===== src/rtl/matmul_calc_engine.sv =====
// Small signed matrix-multiply engine: C (+)= A * B, one MAC per clock.
// A and B are loaded element by element while idle; C and its sticky
// per-element overflow flags are readable combinationally at any time.
//
// state | meaning
// ------+-----------------------------------------------------------
// IDLE  | accepts A/B writes and start requests
// CALC  | one MAC per cycle, k innermost, then j, then i
// DONE  | single-cycle completion pulse, then back to IDLE
module matmul_calc_engine #(
    parameter int DATA_WIDTH = 8,
    parameter int BUS_WIDTH  = 32,
    parameter int MAX_DIM    = BUS_WIDTH / DATA_WIDTH,
    localparam int DW        = (MAX_DIM > 1) ? $clog2(MAX_DIM) : 1
) (
    input  logic                  clk_i,
    input  logic                  rst_ni,
    input  logic                  a_wr_i,
    input  logic                  b_wr_i,
    input  logic [DW-1:0]         wr_row_i,
    input  logic [DW-1:0]         wr_col_i,
    input  logic [DATA_WIDTH-1:0] wr_data_i,
    input  logic                  start_i,
    input  logic [DW-1:0]         n_dim_i,
    input  logic [DW-1:0]         k_dim_i,
    input  logic [DW-1:0]         m_dim_i,
    input  logic                  acc_mode_i,
    input  logic [DW-1:0]         c_row_i,
    input  logic [DW-1:0]         c_col_i,
    output logic [BUS_WIDTH-1:0]  c_data_o,
    output logic                  c_ovf_o,
    output logic                  busy_o,
    output logic                  done_o
);

    typedef enum logic [1:0] {
        IDLE = 2'd0,
        CALC = 2'd1,
        DONE = 2'd2
    } engineState_e;

    engineState_e state;

    logic signed [DATA_WIDTH-1:0] aMem [MAX_DIM][MAX_DIM];
    logic signed [DATA_WIDTH-1:0] bMem [MAX_DIM][MAX_DIM];
    logic signed [BUS_WIDTH-1:0]  cMem [MAX_DIM][MAX_DIM];
    logic                         cOvf [MAX_DIM][MAX_DIM];

    // Loop indices and the latched last index of each dimension
    // (dimension minus one, so a full MAX_DIM range fits in DW bits).
    logic [DW-1:0] iCnt, jCnt, kCnt;
    logic [DW-1:0] nLast, kLast, mLast;
    logic          busyQ, doneQ;

    logic startAccept;
    assign startAccept = (state == IDLE) && start_i;

    // Dimension inputs beyond the array size are limited to the array size.
    function automatic logic [DW-1:0] clampDim(input logic [DW-1:0] dim);
        if (int'(dim) > MAX_DIM - 1) begin
            return DW'(MAX_DIM - 1);
        end
        return dim;
    endfunction

    // MAC datapath: product is exact in 2*DATA_WIDTH bits, then sign-extended.
    logic signed [DATA_WIDTH-1:0]   aOp, bOp;
    logic signed [2*DATA_WIDTH-1:0] prod;
    logic signed [BUS_WIDTH-1:0]    prodExt, cCur, cSum;
    logic                           macOvf;

    assign aOp     = aMem[iCnt][kCnt];
    assign bOp     = bMem[kCnt][jCnt];
    assign prod    = (2*DATA_WIDTH)'(aOp) * (2*DATA_WIDTH)'(bOp);
    assign prodExt = BUS_WIDTH'(prod);
    assign cCur    = cMem[iCnt][jCnt];
    assign cSum    = cCur + prodExt;
    // Signed overflow: both addends share a sign that the sum does not.
    assign macOvf  = (cCur[BUS_WIDTH-1] == prodExt[BUS_WIDTH-1]) &&
                     (cSum[BUS_WIDTH-1] != cCur[BUS_WIDTH-1]);

    // Sequencer: state, loop indices, latched dimensions, busy/done flags.
    always_ff @(posedge clk_i or negedge rst_ni) begin
        if (!rst_ni) begin
            state <= IDLE;
            iCnt  <= '0;
            jCnt  <= '0;
            kCnt  <= '0;
            nLast <= '0;
            kLast <= '0;
            mLast <= '0;
            busyQ <= 1'b0;
            doneQ <= 1'b0;
        end else begin
            doneQ <= 1'b0;
            unique case (state)
                IDLE: begin
                    if (start_i) begin
                        nLast <= clampDim(n_dim_i);
                        kLast <= clampDim(k_dim_i);
                        mLast <= clampDim(m_dim_i);
                        iCnt  <= '0;
                        jCnt  <= '0;
                        kCnt  <= '0;
                        busyQ <= 1'b1;
                        state <= CALC;
                    end
                end
                CALC: begin
                    if (kCnt == kLast) begin
                        kCnt <= '0;
                        if (jCnt == mLast) begin
                            jCnt <= '0;
                            if (iCnt == nLast) begin
                                iCnt  <= '0;
                                doneQ <= 1'b1;
                                state <= DONE;
                            end else begin
                                iCnt <= iCnt + 1'b1;
                            end
                        end else begin
                            jCnt <= jCnt + 1'b1;
                        end
                    end else begin
                        kCnt <= kCnt + 1'b1;
                    end
                end
                DONE: begin
                    busyQ <= 1'b0;
                    state <= IDLE;
                end
                default: begin
                    busyQ <= 1'b0;
                    state <= IDLE;
                end
            endcase
        end
    end

    // Operand storage: writable only while idle.
    always_ff @(posedge clk_i or negedge rst_ni) begin
        if (!rst_ni) begin
            for (int r = 0; r < MAX_DIM; r++) begin
                for (int c = 0; c < MAX_DIM; c++) begin
                    aMem[r][c] <= '0;
                    bMem[r][c] <= '0;
                end
            end
        end else if (state == IDLE) begin
            if (a_wr_i) aMem[wr_row_i][wr_col_i] <= wr_data_i;
            if (b_wr_i) bMem[wr_row_i][wr_col_i] <= wr_data_i;
        end
    end

    // Result storage: cleared by a non-accumulating start, updated one MAC per CALC cycle.
    always_ff @(posedge clk_i or negedge rst_ni) begin
        if (!rst_ni) begin
            for (int r = 0; r < MAX_DIM; r++) begin
                for (int c = 0; c < MAX_DIM; c++) begin
                    cMem[r][c] <= '0;
                    cOvf[r][c] <= 1'b0;
                end
            end
        end else if (startAccept && !acc_mode_i) begin
            for (int r = 0; r < MAX_DIM; r++) begin
                for (int c = 0; c < MAX_DIM; c++) begin
                    cMem[r][c] <= '0;
                    cOvf[r][c] <= 1'b0;
                end
            end
        end else if (state == CALC) begin
            cMem[iCnt][jCnt] <= cSum;
            if (macOvf) cOvf[iCnt][jCnt] <= 1'b1;
        end
    end

    assign c_data_o = cMem[c_row_i][c_col_i];
    assign c_ovf_o  = cOvf[c_row_i][c_col_i];
    assign busy_o   = busyQ;
    assign done_o   = doneQ;

endmodule


===== config.mk =====
export PLATFORM = sky130hd
export DESIGN_NAME = matmul_calc_engine
export DESIGN_NICKNAME = d
export VERILOG_FILES = /design/src/rtl/matmul_calc_engine.sv
export SDC_FILE = /design/constraint.sdc
export NUM_CORES = 2
export LEC_CHECK = 0
export ABC_AREA = 1
export BUFFER_PORTS_ARGS = -buffer_cell sky130_fd_sc_hd__buf_2
export CORE_ASPECT_RATIO = 1.5
export CORE_MARGIN = 4
export CORE_UTILIZATION = 45
export DETAILED_ROUTE_END_ITERATION = 7
export PLACE_DENSITY_LB_ADDON = 0.12
export SLEW_MARGIN = 20
export SYNTH_ARGS = -nofsm -noshare
export SYNTH_HDL_FRONTEND = slang
export SYNTH_SLANG_ARGS = --single-unit

===== constraint.sdc =====
create_clock -name clk_i -period 10.8 [get_ports clk_i]
set_input_delay 0.54 -clock clk_i [delete_from_list [all_inputs] [get_ports clk_i]]
set_output_delay 0.54 -clock clk_i [all_outputs]
set_load 0.01 [all_outputs]

* Word level (Yosys, flattened, before mapping)
Index checks and enable logic that the tools add are counted.
Operators by class: order comparisons 11, multiplexer cells 71, multipliers 1, add/sub/neg operators 4, bitwise operators 9, eq/ne operators 10, reductions and logical operators 21
Operators with widths (count):
- 2-to-1 mux 512 bit | 2
- 2-to-1 mux 128 bit | 5
- binary-select mux 128 bit (select 2 bit) | 2
- bitwise mux 512 bit | 1
- 2-to-1 mux 32 bit | 10
- binary-select mux 32 bit (select 2 bit) | 4
- bitwise mux 128 bit | 2
- demux 128 bit (select 2 bit) | 1
- demux 32 bit (select 2 bit) | 2
- 2-to-1 mux 16 bit | 3
- 2-to-1 mux 8 bit | 5
- adder 32 x 16 -> 32 bit | 1
- binary-select mux 8 bit (select 2 bit) | 2
- 2-to-1 mux 2 bit | 11
- >= comparator 3 bit, second input constant | 7
- NOT 2 -> 3 bit | 7
- demux 8 bit (select 2 bit) | 1
- multiplier 8 x 8 -> 16 bit | 1
- bitwise OR 16 bit | 1
- case mux 2 bit (2 select lines) | 4
- < comparator 3 x 1 -> 1 bit, second input constant | 4
- 2-to-1 mux 4 bit | 3
- AND reduction 2 bit | 6
- binary-select mux 4 bit (select 2 bit) | 1
- other kinds (18) | 41
Storage, ports and cells: register bits 800, logic and storage cells 200, bits of input ports 28, output and inout port bits 35

* Logic depth before layout (Yosys ltp)
word-level depth 14, depth in mapped cells 49, depth with buffers taken out 43

* Least setup slack after synthesis
OpenSTA, ideal clock, no wires.
kind register to register, start reg iCnt[0], end reg cMem[118] (netlist name), stages on the path, launching flop included 42, setup slack 3.273 ns, required time 10.659 ns, arrival time 7.386 ns, library setup time 0.141 ns, period minus slack after synthesis 7.527 ns, path buffers 7, cell sequence dfrtp_1 > buf_6 > buf_4 > buf_2 > buf_2 > clkbuf_1 > clkbuf_1 > nor2_1 > o221ai_1 > nand3_1 > nand2_1 > nand2_1 > fa_1 > fa_1 > inv_1 > fa_1 > inv_1 > fa_1 > [... 6 more ...] > a21oi_1 > o21bai_1 > xnor2_1 > inv_1 > ha_1 > nand2_1 > nor2_1 > nand3_1 > o21ai_0 > nand2_1 > nand3_1 > nand2_1 > o21ai_1 > nand2_1 > nand2_1 > xor2_2 > buf_4 > o22ai_1
Between the ends: word-level cells in the longest chain between the ends 12, elaborated cells on any way between the ends 23, those cells by class add/sub (1); mul (1); order compare (2); mux (17); bitwise (1); reduce/logical (1)
Ends and longest elaborated chain:
- from (decl) | RTL line 51 | logic [DW-1:0] iCnt, jCnt, kCnt;
- from (signal assigned) | RTL line 119 | iCnt <= iCnt + 1'b1;
- NOT 2 -> 3 bit (implied by the code) * | RTL line 72, 76, 172
- binary-select mux 32 bit (select 2 bit) | RTL line 72 | assign aOp = aMem[iCnt][kCnt];
- 2-to-1 mux 32 bit (implied by the code) (2 in series) | RTL line 72
- binary-select mux 8 bit (select 2 bit) | RTL line 72
- 2-to-1 mux 8 bit (implied by the code) (2 in series) | RTL line 72
- multiplier 8 x 8 -> 16 bit | RTL line 74 | assign prod = (2*DATA_WIDTH)'(aOp) * (2*DATA_WIDTH)'(bOp);
- adder 32 x 16 -> 32 bit | RTL line 77 | assign cSum = cCur + prodExt;
- bitwise mux 512 bit * | RTL line 172 | cMem[iCnt][jCnt] <= cSum;
- 2-to-1 mux 512 bit * | RTL line 171 | end else if (state == CALC) begin
- 2-to-1 mux 512 bit * | RTL line 164 | end else if (startAccept && !acc_mode_i) begin
- to (signal, indexed assignment) | RTL line 172
- to (decl) | RTL line 46 | logic signed [BUS_WIDTH-1:0] cMem [MAX_DIM][MAX_DIM];
Mark *: on every way between the ends. The rest lies on a longest branch, timed or not. The select of a mux whose other input is x is not followed. A chain may end at the register's enable or synchronous reset.

* Final worst setup path
start reg iCnt[0], end reg cMem[438] (netlist name)
Same word-level chain as after synthesis.

==> results.py <==
metrics = {
    "run_status": {
        "status": "completed",
    },
    "clock_network": {
        "clk_path_buf_depth": 3,
        "numCtsBuffers": 85,
        "cts_hold_buf": 1,
        "clock_latency_ps": 700,
        "ctsRootBufferMaster": "clkbuf_16",
        "cts_setup_buffers": 0,
        "htreeDepth": 3,
        "cts.sink_count": 800,
        "cts_tree": "yes",
        "clk_pin_slew_ps": 60,
        "cts-resized-gates": 0,
    },
    "routing": {
        "wl_per_cell_microns": 24.24,
        "vias_per_cell": 6.045,
        "dr_total_vias": 42212,
        "post-route-drc-count": 0,
        "routed_wirelength_mm": 169.3,
        "drt_iter0_drc": 4297,
        "firstDrtPassIters": 6,
        "drtAntennaViolNets": 0,
    },
    "final_layout": {
        "nets": 5776,
        "area_growth_pct": 8.369,
        "layout_commonest_cell": "nand2_1",
        "mostFrequentLayoutCells": "1072 x nand2_1, 1025 x o21ai_0, 795 x dfrtp_1",
        "drive_gt1_share_pct": 6.936,
    },
    "timing": {
        "fin_crit_sh_pct": 85.69,
        "hold_violations": 0,
        "setup_viol": 0,
        "rsz0062_at_grt": "false",
        "fin_worst_skew_ps": 26.71,
        "max_freq_mhz": 108.1,
        "min_period_ps": 9254,
        "slew_headroom_pct": 20.19,
        "max_slew.worst_pin.slew_ps": 1194,
        "slew_violations": 0,
        "setup_tns_ps": 0,
    },
    "worst_hold_path": {
        "hold_class": "in2reg",
    },
    "global_route": {
        "grt_pass1_vias": 40746,
        "grt_max_degree": 257,
        "overflow": 0,
        "antenna_found_initial": 1,
        "grt_first_pass_wirelength_mm": 255.7,
        "track_usage_pct": 31.59,
    },
    "floorplanning": {
        "core_sq_um": 98970,
        "dieArea_sq_um": 105400,
        "io_pins": 63,
        "die_h_microns": 395.6,
        "die_w_microns": 266.4,
        "start_util_pct": 45.55,
        "placementRows": 141,
    },
    "worst_setup_path": {
        "startpoint_type": "flip-flop",
        "cp.arrival_ps": 9800,
        "crit_required_ps": 11340,
        "crit_fanout": 167,
        "worstSetupPathType": "reg2reg",
        "cp_common_cell": "nand2_1",
        "critPathMaxStageDelay_ps": 880,
        "crit_slowest_cell": "dfrtp_4",
        "critical_path.endpoint_type": "flip-flop",
    },
    "synthesis": {
        "synth_edf_count": 0,
        "synth_nets": 5971,
        "syn_area_per_cell_sq_um": 7.737,
        "synth-seq-cells": 800,
        "synthArstFlopShare_pct": 100.0,
        "ys.flop_type": "dfrtp_1",
        "ys_types": 54,
        "yosys_warnings": 0,
        "yosysSeqAreaShare_pct": 44.41,
        "syn_area_sq_um": 45080,
        "syn_inst": 5826,
    },
    "placed_design": {
        "io_buffers": 62,
        "place_congestion": 0.9666,
        "hpwlAfterDp_mm": 98.96,
    },
    "job": {
        "max_cap_violations": 0,
    },
}
worst max-delay path: cells and delay by family (launching register included):
family / cells / cell delay, ps
flip-flops: 1 / 880
buffers and inverters: 5 / 850
XOR/XNOR: 2 / 760
AND/OR/NAND/NOR: 12 / 1530
adder cells (fa/ha/maj): 6 / 2650
AO/OA/AOI/OAI: 10 / 2240
registers in the layout, summed over array words and instances (netlist names):
register / cells
cMem: 512
cOvf: 16
kLast: 2
busy_o: 1
state: 2
kCnt: 2
jCnt: 2
bMem: 128
mLast: 2
iCnt: 2
aMem: 128
nLast: 2
done_o: 1
Yosys cell counts (41+ instances only):
| library cell | count | area share (%) |
|---|---|---|
| fa_1 | 56 | 2.5 |
| a21oi_1 | 491 | 5.5 |
| o21ai_0 | 1025 | 11 |
| o211ai_1 | 41 | 0.68 |
| o221ai_1 | 106 | 2.1 |
| clkbuf_1 | 343 | 2.9 |
| o22ai_1 | 271 | 3.8 |
| nand3_1 | 387 | 4.3 |
| inv_1 | 609 | 5.1 |
| nand2_1 | 1079 | 9.0 |
| dfrtp_1 | 800 | 44 |
| nor2_1 | 232 | 1.9 |
| ha_1 | 61 | 1.7 |
per-stage QoR:
| stage | worst slack (ps) | area [sq um] | hold slack [ps] | util, % | instances |
|---|---|---|---|---|---|
| 2_1_floorplan | 3273 | 45080 | 244.4 | - | 5826 |
| 3_3_place_gp | 1803 | 46070 | 460.3 | 46.54 | 6830 |
| 3_5_place_dp | 1721 | 46070 | 467.4 | 46.54 | 6830 |
| 4_1_cts | 1678 | 48840 | 28.27 | 49.34 | 6982 |
| 5_1_grt | 901.0 | 48850 | 84.61 | 49.35 | 6982 |
| 6_report | 1546 | 48850 | 68.58 | 49.36 | 6983 |
worst paths after layout:
| check | from | endpoint | slack [ps] | cells after the start |
|---|---|---|---|---|
| max | iCnt[0] | cMem[438] | 1550 | 35 |
| max in group asynchronous | rst_ni | cMem[439] | 7930 | 4 |
| max reg2reg | iCnt[0] | cMem[438] | 1550 | 35 |
| min reg2reg | bMem[86] | bMem[86] | 480 | 2 |
| min in group asynchronous | rst_ni | cMem[328] | 450 | 2 |
| min | m_dim_i[0] | mLast[0] | 70 | 3 |
routing by layer:
metal | global-route usage, % | wire (microns)
met5 | 0 | 0
met3 | 4.668 | 12000
met2 | 52.26 | 80350
met1 | 39.89 | 66180
met4 | 17.27 | 10740
area by class of cell:
class | instances | area (sq um)
diodes | 1 | 2.502
clock buffers | 125 | 2457
clock inverters | 26 | 304.0
fillers | 9848 | 50120
inverters | 637 | 2414
multi-input cells | 3947 | 20880
flip-flops and latches | 800 | 20030
well taps | 1287 | 1610
repair buffers | 160 | 1152
logic make-up (layout without fill, tap and decap cells):
family,count (synthesis),in the layout,synth area share (%)
and+or+nand+nor,1773,1773,16.42
buffers and inverters,1079,948,9.382
DFF,800,800,44.41
xor gates and xnor gates,32,32,0.7134
muxes,15,15,0.3331
AOI/OAI and AO/OA,2010,2010,24.56
other,0,1,0
adders and majority gates,117,117,4.180
Power is left out: the tool's default activity adds up to more than one toggle a clock period on the data nets, which glitch-free logic cannot reach.
